===== config.mk =====
export PLATFORM = sky130hd
export DESIGN_NAME = fn_alu_pipe_flat
export DESIGN_NICKNAME = d
export VERILOG_FILES = /design/src/rtl/fn_alu_pipe_if.sv /design/src/rtl/fn_alu_pipe.sv /design/src/flat_wrapper.sv
export SDC_FILE = /design/constraint.sdc
export NUM_CORES = 1
export LEC_CHECK = 0
export ABC_AREA = 1
export BUFFER_PORTS_ARGS = -buffer_cell sky130_fd_sc_hd__buf_2
export CAP_MARGIN = 0
export CORE_UTILIZATION = 42
export CTS_CLUSTER_SIZE = 28
export DETAILED_ROUTE_END_ITERATION = 16
export HOLD_SLACK_MARGIN = 0.03
export PLACE_DENSITY = 0.62
export SLEW_MARGIN = 15
export SYNTH_ARGS = -nofsm -noshare
export SYNTH_HDL_FRONTEND = slang
export SYNTH_SLANG_ARGS = --single-unit

===== constraint.sdc =====
create_clock -name clk -period 2.8 [get_ports clk]
set_input_delay 0.28 -clock clk [delete_from_list [all_inputs] [get_ports clk]]
set_output_delay 0.28 -clock clk [all_outputs]
set_load 0.01 [all_outputs]

===== src/rtl/fn_alu_pipe_if.sv =====
// rtl/fn_alu_pipe_if.sv - operand/result handshake bundle for fn_alu_pipe
interface fn_alu_pipe_if #(
   parameter int WIDTH = 8
);
   logic             in_valid;
   logic             in_ready;
   logic [WIDTH-1:0] a;
   logic [WIDTH-1:0] b;
   logic [2:0]       sel;
   logic             acc_mode;
   logic             acc_clr;
   logic             out_valid;
   logic             out_ready;
   logic [WIDTH-1:0] y;
   logic             carry;
   logic             zero;
   logic [WIDTH-1:0] acc;

   modport master (
      output in_valid, a, b, sel, acc_mode, acc_clr, out_ready,
      input  in_ready, out_valid, y, carry, zero, acc
   );

   modport slave (
      input  in_valid, a, b, sel, acc_mode, acc_clr, out_ready,
      output in_ready, out_valid, y, carry, zero, acc
   );
endinterface


===== src/rtl/fn_alu_pipe.sv =====
// rtl/fn_alu_pipe.sv - two-stage valid/ready ALU with optional accumulator
module fn_alu_pipe #(
   parameter int WIDTH  = 8,
   parameter int ACC_EN = 1
) (
   input logic          clk,
   input logic          rst,
   fn_alu_pipe_if.slave bus
);
   localparam logic [2:0] OP_AND  = 3'b000;
   localparam logic [2:0] OP_OR   = 3'b001;
   localparam logic [2:0] OP_XOR  = 3'b010;
   localparam logic [2:0] OP_XNOR = 3'b011;
   localparam logic [2:0] OP_NAND = 3'b100;
   localparam logic [2:0] OP_NOR  = 3'b101;
   localparam logic [2:0] OP_ADD  = 3'b110;
   localparam logic [2:0] OP_SUB  = 3'b111;

   logic             r_s1_valid;
   logic [WIDTH-1:0] r_s1_a;
   logic [WIDTH-1:0] r_s1_b;
   logic [2:0]       r_s1_sel;
   logic             r_s1_acc_mode;

   logic             r_s2_valid;
   logic [WIDTH-1:0] r_y;
   logic             r_carry;
   logic             r_zero;
   logic [WIDTH-1:0] r_acc;

   logic             w_s2_load;
   logic             w_in_ready;
   logic             w_in_xfer;
   logic [WIDTH-1:0] w_op_b;
   logic [WIDTH:0]   w_sum;
   logic [WIDTH:0]   w_diff;
   logic [WIDTH-1:0] w_res;
   logic             w_carry;

   assign w_s2_load  = r_s1_valid && (!r_s2_valid || bus.out_ready);
   assign w_in_ready = !r_s1_valid || w_s2_load;
   assign w_in_xfer  = bus.in_valid && w_in_ready;

   // Reading r_acc here (not a copy taken at S1) lets back-to-back acc items chain
   assign w_op_b = ((ACC_EN != 0) && r_s1_acc_mode) ? r_acc : r_s1_b;
   assign w_sum  = {1'b0, r_s1_a} + {1'b0, w_op_b};
   assign w_diff = {1'b0, r_s1_a} - {1'b0, w_op_b};

   always_comb begin
      w_res   = '0;
      w_carry = 1'b0;
      case (r_s1_sel)
         OP_AND:  w_res = r_s1_a & w_op_b;
         OP_OR:   w_res = r_s1_a | w_op_b;
         OP_XOR:  w_res = r_s1_a ^ w_op_b;
         OP_XNOR: w_res = ~(r_s1_a ^ w_op_b);
         OP_NAND: w_res = ~(r_s1_a & w_op_b);
         OP_NOR:  w_res = ~(r_s1_a | w_op_b);
         OP_ADD: begin
            w_res   = w_sum[WIDTH-1:0];
            w_carry = w_sum[WIDTH];
         end
         OP_SUB: begin
            w_res   = w_diff[WIDTH-1:0];
            w_carry = w_diff[WIDTH];
         end
         default: begin
            w_res   = '0;
            w_carry = 1'b0;
         end
      endcase
   end

   always_ff @(posedge clk) begin
      if (rst) begin
         r_s1_valid <= 1'b0;
      end else if (w_in_xfer) begin
         r_s1_valid    <= 1'b1;
         r_s1_a        <= bus.a;
         r_s1_b        <= bus.b;
         r_s1_sel      <= bus.sel;
         r_s1_acc_mode <= bus.acc_mode;
      end else if (w_s2_load) begin
         r_s1_valid <= 1'b0;
      end
   end

   always_ff @(posedge clk) begin
      if (rst) begin
         r_s2_valid <= 1'b0;
         r_y        <= '0;
         r_carry    <= 1'b0;
         r_zero     <= 1'b1;
      end else if (w_s2_load) begin
         r_s2_valid <= 1'b1;
         r_y        <= w_res;
         r_carry    <= w_carry;
         r_zero     <= (w_res == '0);
      end else if (bus.out_ready) begin
         r_s2_valid <= 1'b0;
      end
   end

   generate
      if (ACC_EN != 0) begin : g_acc
         always_ff @(posedge clk) begin
            if (rst || bus.acc_clr) begin
               r_acc <= '0;
            end else if (w_s2_load && r_s1_acc_mode) begin
               r_acc <= w_res;
            end
         end
      end else begin : g_no_acc
         assign r_acc = '0;
      end
   endgenerate

   assign bus.in_ready  = w_in_ready;
   assign bus.out_valid = r_s2_valid;
   assign bus.y         = r_y;
   assign bus.carry     = r_carry;
   assign bus.zero      = r_zero;
   assign bus.acc       = r_acc;
endmodule


===== src/flat_wrapper.sv =====
// flat-port wrapper written by rule: the top's interface ports become plain ports
module fn_alu_pipe_flat 
#(
   parameter int WIDTH  = 8,
   parameter int ACC_EN = 1
)
  (clk, rst, bus_in_valid, bus_a, bus_b, bus_sel, bus_acc_mode, bus_acc_clr, bus_out_ready, bus_in_ready, bus_out_valid, bus_y, bus_carry, bus_zero, bus_acc);
  fn_alu_pipe_if #(.WIDTH(WIDTH)) bus_i ();
  input logic clk;
  input logic rst;
  input wire logic [$bits(bus_i.in_valid)-1:0] bus_in_valid;
  input wire logic [$bits(bus_i.a)-1:0] bus_a;
  input wire logic [$bits(bus_i.b)-1:0] bus_b;
  input wire logic [$bits(bus_i.sel)-1:0] bus_sel;
  input wire logic [$bits(bus_i.acc_mode)-1:0] bus_acc_mode;
  input wire logic [$bits(bus_i.acc_clr)-1:0] bus_acc_clr;
  input wire logic [$bits(bus_i.out_ready)-1:0] bus_out_ready;
  output wire logic [$bits(bus_i.in_ready)-1:0] bus_in_ready;
  output wire logic [$bits(bus_i.out_valid)-1:0] bus_out_valid;
  output wire logic [$bits(bus_i.y)-1:0] bus_y;
  output wire logic [$bits(bus_i.carry)-1:0] bus_carry;
  output wire logic [$bits(bus_i.zero)-1:0] bus_zero;
  output wire logic [$bits(bus_i.acc)-1:0] bus_acc;
  assign bus_i.in_valid = bus_in_valid;
  assign bus_i.a = bus_a;
  assign bus_i.b = bus_b;
  assign bus_i.sel = bus_sel;
  assign bus_i.acc_mode = bus_acc_mode;
  assign bus_i.acc_clr = bus_acc_clr;
  assign bus_i.out_ready = bus_out_ready;
  assign bus_in_ready = bus_i.in_ready;
  assign bus_out_valid = bus_i.out_valid;
  assign bus_y = bus_i.y;
  assign bus_carry = bus_i.carry;
  assign bus_zero = bus_i.zero;
  assign bus_acc = bus_i.acc;
  fn_alu_pipe #(.WIDTH(WIDTH), .ACC_EN(ACC_EN)) u_core (.clk(clk), .rst(rst), .bus(bus_i));
endmodule

## After elaboration in Yosys (flattened, before gate mapping)

Index checks and enable logic that the tools add are counted.

- $add $sub $neg: 2
- Equal/unequal tests: 7
- Mux-type cells: 7
- Bitwise gates (word level): 7
- Reduce and logical (&&, ||, !) cells: 13

Operators by type and width:

| kind | number |
|---|---|
| one-hot mux 8 bit (8 select lines) | 1 |
| inverter 8 bit | 3 |
| == test 3 bit (second input constant) | 4 |
| adder 8 x 8 -> 9 bit | 1 |
| subtractor 8 x 8 -> 9 bit | 1 |
| bitwise AND 8 bit | 1 |
| logical NOT 8 bit | 1 |
| 2-to-1 mux 8 bit | 1 |
| OR 8 bit | 1 |
| bitwise XOR 8 bit | 1 |
| == test 3 x 2 -> 1 bit (second input constant) | 2 |
| 2-to-1 mux 1 bit | 4 |
| nonzero test 2 bit | 2 |
| == test 3 x 1 -> 1 bit (second input constant) | 1 |
| logical AND 1 bit | 3 |
| logical NOT 3 bit | 1 |
| logical OR 1 bit | 3 |
| logical NOT 1 bit | 2 |
| one-hot mux 1 bit (2 select lines) | 1 |
| AND reduction 2 bit | 1 |
| inverter 1 bit | 1 |

- Register bits: 40
- Output and inout port bits: 20

## Logic depth before layout (Yosys ltp)

Gate-level depths: netlist of the first run.

- Depth in word-level cells: 6
- Gate-level depth with buffers: 20
- Gate-level depth less buffers: 19

## Worst setup path after synthesis of the first run

No wires, ideal clock.

- Kind: register to register
- Start: reg u_core.r_s1_acc_mode
- End: reg u_core.r_zero (netlist: u_core.bus.zero)
- Library setup time: 115 ps
- Arrival: 2242 ps
- Slack: 443 ps
- Stages on the path, launching flop included: 21
- Path buffers: 1
- Period minus slack after synthesis: 2357 ps
- Cells stage by stage: edfxtp_1 -> buf_2 -> inv_1 -> or2_2 -> o21ai_0 -> inv_1 -> ha_1 -> inv_1 -> fa_1 -> inv_1 -> nand3_1 -> nand2_1 -> nand2_1 -> nand2_1 -> nand2_1 -> nand3_1 -> nand2_1 -> nand3_1 -> nand2_1 -> nand3_1 -> nand2_1

- Cells in the longest elaborated chain, start to end: 5
- Elaborated cells between the ends (all ways): 11
- Classes of those cells: add/sub: 2; mux: 2; bitwise: 6; reduce/logical: 1

RTL lines:

| what | RTL line | text |
|---|---|---|
| from (decl) | fn_alu_pipe.sv:23 | `logic r_s1_acc_mode;` |
| from (signal assigned) | fn_alu_pipe.sv:82 | `r_s1_acc_mode <= bus.acc_mode;` |
| 2-to-1 mux 8 bit (*) | fn_alu_pipe.sv:45 | `assign w_op_b = ((ACC_EN != 0) && r_s1_acc_mode) ? r_acc : r_s1_b;` |
| parallel branches: the longest is 2 deep, another holds subtractor 8 x 8 -> 9 bit | -- |  |
| one-hot mux 8 bit (8 select lines) (*) | fn_alu_pipe.sv:52 | `case (r_s1_sel)` |
| logical NOT 8 bit (*) | fn_alu_pipe.sv:98 | `r_zero <= (w_res == '0);` |
| to (signal assigned) | fn_alu_pipe.sv:98 |  |
| to (decl) | fn_alu_pipe.sv:28 | `logic r_zero;` |

Every way passes the cells marked *.
A chain may end at the register's enable or synchronous reset.

## Worst setup path after layout of the first run

Ends and elaborated chain as after synthesis.

==> flow_metrics.tcl, run 1 <==
set metrics [dict create \
    status "finished clean" \
    area_growth_pct 15.5 \
    vias_per_cell 5.18 \
    worstSetupStartpoint "u_core.r_s1_acc_mode$_DFFE_PP_" \
    path_clk_slew_ns 0.08 \
    grt_max_degree 21 \
    pwr-share-clk_pct 36.0 \
    holdPathEnd "u_core.r_s1_sel[2]$_DFFE_PP_" \
    postRouteAntennaNets 0 \
    crit_slowest_cell "o21ai_0" \
    yosysTopAreaCell "edfxtp_1" \
    yosys-top-cells-area "edfxtp_1 (21%), dfxtp_1 (14%), nand2_1 (13%)" \
    antenna_found_initial 0 \
    drc 0 \
    start_util_pct 43.8 \
    crit_required_ns 2.98 \
    cp-end-kind "register" \
    synthTopCellsByCount "nand2_1 (96), inv_1 (60), nor2_1 (40)" \
    cpMostUsedCell "nor2_1" \
    internal_power_mw 1.11 \
    ir_worst_vdd_mv 0.424 \
    p_leak_nw 1.69 \
    ys_ff_latch 40 \
    core_um2 6390 \
    synth_warnings 0 \
    worst-path-max-fanout 9 \
    whs_ns 0.157 \
    synth_seq_area_share_pct 35.7 \
    cp-start-kind "register" \
    tns_ns 0 \
    rsz0062_at_grt "false" \
    gp_congestion 0.900 \
    pre_cts_ws_ns 0.166 \
    io_pins 45 \
    pwr-share-comb_pct 20.3 \
    max_stage_delay_ns 0.44 \
    grtUsageTotal_pct 21.1 \
    reg2reg_setup_slack_ns 0.19 \
    swShare_pct 27.0 \
    place.port_buffers 44 \
    p_switching_mw 0.410 \
    grt_pass1_vias 2491 \
    maxCapViolations 0 \
    synth.distinct_cells 30 \
    syn_inst 392 \
    r2r-end "u_core.bus.zero$_SDFFE_PP1P_" \
    hp-start "bus_sel[2]" \
    critical_path_class "register to register" \
    finClkSkew_ns 0.00755 \
    synth_top_area_share_pct 21.4 \
    num_rows 29 \
    setup_ws_ns 0.187 \
    min_period_ns 2.61 \
    hpwl_mm 5.54 \
    syn_nets 443 \
    die_h_um 83.7 \
    worst_slew_pin_slew_ns 0.872 \
    wl_mm 7.13 \
    ys.flop_type "edfxtp_1" \
    powerDensity_nw_per_um2 469 \
    syn-cell-area_um2 2800 \
    overflow 0 \
    clk_path_buf_depth 2 \
    ys_async_sr_fraction_pct 0 \
    fp.dieW_um 83.7 \
    r2r.worst_path.cells 13 \
    numCtsBuffers 5 \
    synth.most_common_cell "nand2_1" \
    vias 2677 \
    hold_viol_final 0 \
    clockRootBuffer "clkbuf_8" \
    cts_tree "yes" \
    wl_per_cell_um 13.8 \
    max_freq_mhz 383 \
    r2r_start "u_core.r_s1_acc_mode$_DFFE_PP_" \
    dieArea_um2 7000 \
    post-route-period-util_pct 93.3 \
    antenna_cells 0 \
    clk_latency_ns 0.29 \
    nets 491 \
    clock-sinks 40 \
    hold_depth 1 \
    cts-htree-levels 2 \
    cp.arrival_ns 2.80 \
    fin_util_pct 50.6 \
    drive_gt1_share_pct 15.2 \
    dr.pass1.iters 5 \
    drtIter0Drc 215 \
    synth_area_per_cell_um2 7.14 \
    path_cells "buf_4 -> o21ai_0 -> ha_1 -> nor2_1 -> nand3_1 -> nand4_1 -> nand2_1 -> nor2_1 -> nor2_1 -> nor2_1 -> nor2_1 -> nand3_1 -> nand2_1" \
    slew_viol_final 0 \
    seqPwrFrac_pct 43.7 \
    p_total_mw 1.52 \
    grt_pass1_wl_mm 11.8 \
    hold_path_class "primary input to register" \
    fillers 630 \
    synth_edf_count 20 \
    ctsHoldBuffers 0 \
    relSlewSlack_pct 41.6 \
    setup_viol 0 \
]
[stage by stage]
stage | area, um^2 | cells
CTS | 3230 | 517
detailed placement | 3110 | 510
global route | 3230 | 517
finish | 3230 | 517
global placement | 3110 | 510
floorplan | 2800 | 392
[worst max path at each step]
stage | slack [ns] | cells after the start | end
floorplan | 0.44 | 20 | u_core.bus.zero$_SDFFE_PP1P_
global placement | 0.21 | 13 | u_core.bus.zero$_SDFFE_PP1P_
detailed placement | 0.17 | 16 | u_core.bus.acc[2]$_SDFFE_PP0P_
CTS | 0.15 | 16 | u_core.bus.acc[2]$_SDFFE_PP0P_
global route | 0.01 | 16 | u_core.bus.acc[2]$_SDFFE_PP0P_
finish | 0.19 | 13 | u_core.bus.zero$_SDFFE_PP1P_
[placed cells by master, fill, tap and decap left out, types with 2 or more instances in the layout]
cell and instances:
buf_2 44, nand2_1 96, o21ai_0 30, edfxtp_1 20, inv_2 2, ha_1 24, o22ai_1 5, dfxtp_1 20
buf_4 5, and2_1 2, clkbuf_8 5, fa_1 2, inv_1 59, bufinv_16 2, nand3_1 32, or2_2 7
nand4_1 8, a21oi_1 23, nand3b_1 3, nor2_1 40
[flip-flops by register name, indices dropped and copies added (netlist names)]
| register | flops |
|---|---|
| u_core.bus.acc | 8 |
| u_core.bus.carry | 1 |
| u_core.bus.out_valid | 1 |
| u_core.bus.y | 8 |
| u_core.bus.zero | 1 |
| u_core.r_s1_a | 8 |
| u_core.r_s1_acc_mode | 1 |
| u_core.r_s1_b | 8 |
| u_core.r_s1_sel | 3 |
| u_core.r_s1_valid | 1 |
[power by group through the flow]
stage          Clock [mW]  Sequential (mW)  Combinational, mW
2_1_floorplan           0            0.677              0.205
3_3_place_gp            0            0.676              0.301
3_5_place_dp            0            0.676              0.303
4_1_cts             0.557            0.663              0.305
5_1_grt             0.576            0.666              0.350
6_report            0.545            0.663              0.308
[metal layers]
layer / GRT usage [%] / routed length, um
met1: 28.8 / 3370
met2: 34.1 / 3280
met3: 3.56 / 398
met4: 6.16 / 82
met5: 0 / 0
[kinds of logic after synthesis]
family | after synthesis | synth area share (%)
AOI/OAI and AO/OA | 63 | 12.0
xor gates and xnor gates | 1 | 0.313
adders and majority gates | 26 | 12.2
buffers and inverters | 69 | 9.92
DFF | 40 | 35.7
and+or+nand+nor | 193 | 29.9
[area by class of cell]
type / count / area, um^2 / area share (%)
Multi-Input combinational cell: 283 / 1520 / 47.0
Sequential cell: 40 / 1000 / 30.9
Timing Repair Buffer: 49 / 258 / 7.97
Inverter: 61 / 229 / 7.08
Tap cell: 77 / 96.3 / 2.98
Clock buffer: 5 / 68.8 / 2.13
Clock inverter: 2 / 60.1 / 1.86
[worst max-delay path: cells and delay by family (launching register included)]
kind | cells | cell delay, ns
AND/OR/NAND/NOR | 10 | 1.07
AO/OA/AOI/OAI | 1 | 0.44
flip-flops | 1 | 0.40
adder cells (fa/ha/maj) | 1 | 0.42
buffers and inverters | 1 | 0.18
[timing repair]
item	4_1_cts	5_1_grt
buffers inserted	0	0
gates resized for setup	0	2
setup endpoints to repair	0	5
(Power assumes the default switching activity.)
==> inputs of run 2 (changes only) <==
- BUFFER_PORTS_ARGS: -buffer_cell sky130_fd_sc_hd__buf_2 -> unset
- DONT_BUFFER_PORTS: unset -> 1
- PLACE_DENSITY: 0.62 -> 0.59
- REMOVE_ABC_BUFFERS: unset -> 1
- clock period: 2.8 -> 2.3 ns (I/O delays scaled with it)
==> run 2 against run 1 <==
Net effect: the flow now finishes with violations (setup timing); cell count increased by 5.0%; core utilization is 13 points higher; maximum frequency up 11%; non-clock buffer count grew 25; combinational power is 86% higher; hold slack worse by 0.11 ns; routed wire length increased by 15%; setup slack worse by 0.24 ns; via count grew 6.1%; register-to-register slack got worse by 0.24 ns; first-iteration DRC count fell by 39%; critical path depth grew 2; highest routed layer unchanged.
==> flow_metrics.tcl, run 2 (same netlist as run 1, synthesis figures left out) <==
set metrics [dict create \
    ir_worst_vdd_mv 0.512 \
    pre_cts_ws_ns -0.226 \
    antenna_cells 0 \
    grtUsageTotal_pct 23.8 \
    violations "setup timing" \
    min_period_ns 2.35 \
    max_freq_mhz 426 \
    hpwl_mm 5.83 \
    numCtsBuffers 5 \
    hold_viol_final 0 \
    vias 2839 \
    relSlewSlack_pct 64.3 \
    dr.pass1.iters 4 \
    status "finished, violations left" \
    powerDensity_nw_per_um2 462 \
    dieArea_um2 7000 \
    p_leak_nw 1.84 \
    cp-end-kind "register" \
    hold_path_class "primary input to register" \
    p_total_mw 1.87 \
    clockRootBuffer "clkbuf_8" \
    cts_tree "yes" \
    core_um2 6390 \
    clk_latency_ns 0.30 \
    path_clk_slew_ns 0.08 \
    overflow 0 \
    worst-path-max-fanout 4 \
    clk_path_buf_depth 2 \
    final_common_cell "nand2_1" \
    drive_gt1_share_pct 35.6 \
    cts-htree-levels 2 \
    cp-start-kind "register" \
    nets 516 \
    critical_path_class "register to register" \
    grt_pass1_vias 2781 \
    maxCapViolations 0 \
    grt_pass1_wl_mm 13.2 \
    postRouteAntennaNets 0 \
    slew_viol_final 0 \
    rsz0062_at_grt "true" \
    setup_ws_ns -0.0501 \
    grt_max_degree 18 \
    num_rows 29 \
    setup_viol 3 \
    mostFrequentLayoutCells "nand2_1 (76), inv_1 (46), buf_4 (45)" \
    finClkSkew_ns 0.00693 \
    area_growth_pct 44.7 \
    start_util_pct 43.8 \
    drc 0 \
    crit_required_ns 2.50 \
    gp_congestion 0.881 \
    place.port_buffers 0 \
    wl_per_cell_um 15.2 \
    die_h_um 83.7 \
    post-route-period-util_pct 102 \
    drtIter0Drc 131 \
    reg2reg_setup_slack_ns -0.05 \
    fp.dieW_um 83.7 \
    clock-sinks 40 \
    vias_per_cell 5.23 \
    antenna_found_initial 0 \
    io_pins 45 \
    cp.arrival_ns 2.55 \
    wl_mm 8.24 \
    worst_slew_pin_slew_ns 0.533 \
]
[run 2: cell types whose count changed in the layout (fill, tap and decap cells not counted), moves of 12 or more]
cell | before | now
ha_1 | 24 | 7
inv_2 | 2 | 14
nand2_1 | 96 | 76
ha_4 | 0 | 13
buf_2 | 44 | 0
nand2_2 | 0 | 18
o21ai_0 | 30 | 18
a21oi_1 | 23 | 7
a21oi_2 | 0 | 15
dlygate4sd3_1 | 0 | 21
buf_4 | 5 | 45
inv_1 | 59 | 46
[run 2: final cells by class]
cell class / instances / area [um^2]
Clock buffer: 5 / 68.8
Clock inverter: 3 / 21.3
Fill cell: 543 / 2330
Inverter: 61 / 231
Multi-Input combinational cell: 283 / 2000
Sequential cell: 40 / 1000
Tap cell: 77 / 96.3
Timing Repair Buffer: 74 / 638
[run 2: through the flow]
stage / cells / TNS (ns) / hold WS, ns / util (%) / area [um^2]
after floorplan: 384 / -0.303 / 0.299 / - / 2750
after global placement: 504 / -0.688 / 0.301 / 49.6 / 3170
after detailed placement: 504 / -1.11 / 0.302 / 49.6 / 3170
after global routing: 543 / -1.09 / 0.0579 / 63.5 / 4050
after CTS: 537 / -0.0337 / 0.0360 / 56.1 / 3580
final: 543 / -0.0932 / 0.0432 / 63.5 / 4050
[run 2: path summary, 6_finish.rpt]
| kind | startpoint | endpoint | cells after the start |
|---|---|---|---|
| setup reg to reg | u_core.r_s1_acc_mode$_DFFE_PP_ | u_core.bus.acc[2]$_SDFFE_PP0P_ | 15 |
| setup / recovery | u_core.r_s1_acc_mode$_DFFE_PP_ | u_core.bus.acc[2]$_SDFFE_PP0P_ | 15 |
| hold / removal | bus_in_valid | u_core.r_s1_valid$_SDFFE_PP0P_ | 2 |
| hold reg to reg | u_core.bus.out_valid$_SDFFE_PP0P_ | u_core.bus.out_valid$_SDFFE_PP0P_ | 2 |
[run 2: timing repair]
action	in CTS	in global routing
endpoints found under the setup margin	13	16
hold endpoints to repair	23	0
pin swaps	10	35
setup buffers	4	6
resized for setup	35	104
hold buffers	21	0
[run 2: report_power, final]
group / internal, mW / switching (mW)
combinational: 0.261 / 0.313
sequential: 0.785 / 0.0334
clock: 0.215 / 0.264
total: 1.26 / 0.610
[run 2: critical path, cell delays in order, from the launching register on]
cell and delay [ns]:
edfxtp_1 0.42, inv_2 0.10, or2_4 0.12, o21ai_4 0.05, inv_2 0.09, ha_4 0.13, inv_2 0.04, fa_2 0.36
buf_4 0.15, xnor2_1 0.12, a21oi_1 0.22, nand3_2 0.20, nand2_1 0.10, o21ai_1 0.06, nand2_1 0.07, inv_1 0.04
[run 2: routing by layer]
metal  up-vias  global-route usage (%)  share of wire [%]
li1       1413                       -                  -
met1      1315                    30.8                 44
met2        95                    39.8                 49
met3        16                    3.46                5.2
met4         0                    9.55                1.9
met5         -                       0                  0
==> inputs of run 3 (changes only) <==
- CELL_PAD_IN_SITES_DETAIL_PLACEMENT: unset -> 1
- CELL_PAD_IN_SITES_GLOBAL_PLACEMENT: unset -> 2
- CORE_UTILIZATION: 42 -> 32
- PLACE_DENSITY: 0.59 -> 0.75
==> run 3 against run 2 <==
Net effect: the flow still finishes with violations (setup timing); clock-buffer cell count up 2; non-clock buffer count up 8; combinational power up 3%; first-iteration DRC count down 21%; core utilization down 14 points; via count up 4.0%; cell count up 6.6%; critical endpoint unchanged; highest routed layer unchanged.
==> flow_metrics.tcl, run 3 (same netlist as run 1, synthesis figures left out) <==
set metrics [dict create \
    final_common_cell "nand2_1" \
    antenna_cells 0 \
    num_rows 33 \
    placed_cells 539 \
    status "finished, violations left" \
    path_clk_slew_ns 0.08 \
    dieArea_um2 9130 \
    fillers 1032 \
    post-route-period-util_pct 105 \
    pwr-share-clk_pct 29.0 \
    wl_per_cell_um 18.1 \
    register_area_um2 1000 \
    ir_worst_vdd_mv 0.342 \
    maxCapViolations 0 \
    multi_input_area_um2 1970 \
    whs_ns 0.0407 \
    fin_cells 579 \
    drtIter0Drc 103 \
    crit_slowest_cell "edfxtp_1" \
    nets 524 \
    grt_pass1_wl_mm 15.6 \
    cpMostUsedCell "inv_2" \
    cp-end-kind "register" \
    area_growth_pct 48.0 \
    powerDensity_nw_per_um2 479 \
    pwr-share-comb_pct 29.7 \
    antenna_found_initial 0 \
    dpl_cell_area_um2 3260 \
    clk_latency_ns 0.29 \
    grtUsageTotal_pct 23.3 \
    start_util_pct 33.6 \
    worst_slew_pin_slew_ns 0.564 \
    vias 2953 \
    hold_path_class "primary input to register" \
    cts-htree-levels 2 \
    finClkSkew_ns 0.00661 \
    max_stage_delay_ns 0.43 \
    core_um2 8340 \
    place.port_buffers 0 \
    hpwl_mm 7.52 \
    mostFrequentLayoutCells "nand2_1 (78), buf_4 (53), inv_1 (44)" \
    die_h_um 95.5 \
    p_total_mw 1.99 \
    hold_viol_final 0 \
    clock-sinks 40 \
    seqPwrFrac_pct 41.3 \
    dr.pass1.iters 4 \
    postRouteAntennaNets 0 \
    crit_required_ns 2.50 \
    numCtsBuffers 5 \
    p_leak_nw 1.90 \
    setup_viol 8 \
    violations "setup timing" \
    vias_per_cell 5.10 \
    wl_mm 10.5 \
    p_switching_mw 0.630 \
    path_cells "inv_2 -> or2_4 -> o21ai_2 -> inv_1 -> ha_2 -> inv_2 -> fa_2 -> inv_2 -> buf_6 -> nand2_2 -> and3_4 -> nor3b_4 -> nand3_4 -> nand2_2 -> o21ai_2 -> nand2_1 -> inv_1" \
    cts_tree "yes" \
    rsz0062_at_grt "true" \
    io_pins 45 \
    setup_ws_ns -0.126 \
    relSlewSlack_pct 62.3 \
    drive_gt1_share_pct 34.8 \
    grt_pass1_vias 3000 \
    overflow 0 \
    internal_power_mw 1.36 \
    pre_cts_ws_ns -0.365 \
    max_freq_mhz 412 \
    slew_viol_final 0 \
    swShare_pct 31.7 \
    critical_path_class "register to register" \
    gp_congestion 0.821 \
    design_area_um2 4150 \
    clockRootBuffer "clkbuf_8" \
    clk_path_buf_depth 2 \
    cp-start-kind "register" \
    min_period_ns 2.43 \
    fp.dieW_um 95.5 \
    drc 0 \
    grt_max_degree 21 \
    cp.arrival_ns 2.62 \
    worst-path-max-fanout 3 \
]
-- run 3: cell count changes in the layout (fill, tap and decap cells not counted), sizes merged --
cell,previous run,this run
buf,53,61
clkbuf,5,7
clkinvlp,1,0
inv,62,61
-- run 3: routing by layer --
metal,part of all wire [%],GRT usage [%],vias to the layer above
li1,-,-,1431
met1,43,29.0,1450
met2,53,42.3,61
met3,3.4,3.27,11
met4,1.0,5.60,0
met5,0,0,-
-- run 3: critical path: cells and delay by family, from the launching register on --
family / cells / cell delay [ns]
fa+ha+maj: 2 / 0.54
buf+inv: 6 / 0.43
simple gates: 7 / 0.82
flops: 1 / 0.43
compound gates: 2 / 0.10
-- run 3: timing repair --
action                                 4_1_cts  5_1_grt
gates resized for setup                     32      102
pin swaps                                    7       23
hold buffers                                21        0
endpoints found under the hold margin       22        0
setup buffers                                5        7
setup endpoints to repair                   16       16
-- run 3: worst paths after layout --
| check | startpoint | endpoint | slack [ns] | cells past startpoint |
|---|---|---|---|---|
| setup reg to reg | u_core.r_s1_acc_mode$_DFFE_PP_ | u_core.bus.acc[2]$_SDFFE_PP0P_ | -0.13 | 17 |
| hold / removal | rst | u_core.r_s1_valid$_SDFFE_PP0P_ | 0.04 | 1 |
| hold reg to reg | u_core.bus.out_valid$_SDFFE_PP0P_ | u_core.bus.out_valid$_SDFFE_PP0P_ | 0.57 | 2 |
| setup / recovery | u_core.r_s1_acc_mode$_DFFE_PP_ | u_core.bus.acc[2]$_SDFFE_PP0P_ | -0.13 | 17 |
-- run 3: layout make-up --
class | count | share of cell area, %
Sequential cell | 40 | 24.1
Timing Repair Buffer | 82 | 16.8
Multi-Input combinational cell | 283 | 47.4
Inverter | 61 | 5.58
Clock inverter | 1 | 0.211
Clock buffer | 7 | 2.60
Tap cell | 105 | 3.17
-- run 3: power by group through the flow --
| stage | Sequential (mW) | Clock, mW | Combinational (mW) |
|---|---|---|---|
| final | 0.820 | 0.577 | 0.590 |
| after global routing | 0.825 | 0.612 | 0.643 |
| after CTS | 0.816 | 0.589 | 0.476 |
| after detailed placement | 0.832 | 0 | 0.415 |
| after global placement | 0.832 | 0 | 0.407 |
| after floorplan | 0.827 | 0 | 0.240 |
-- run 3: through the flow --
stage          utilization [%]  TNS (ns)
6_report                  49.7    -0.473
5_1_grt                   49.7     -2.44
4_1_cts                   44.4    -0.624
3_5_place_dp              39.1     -2.80
3_3_place_gp              39.1     -1.74
2_1_floorplan                -    -0.303
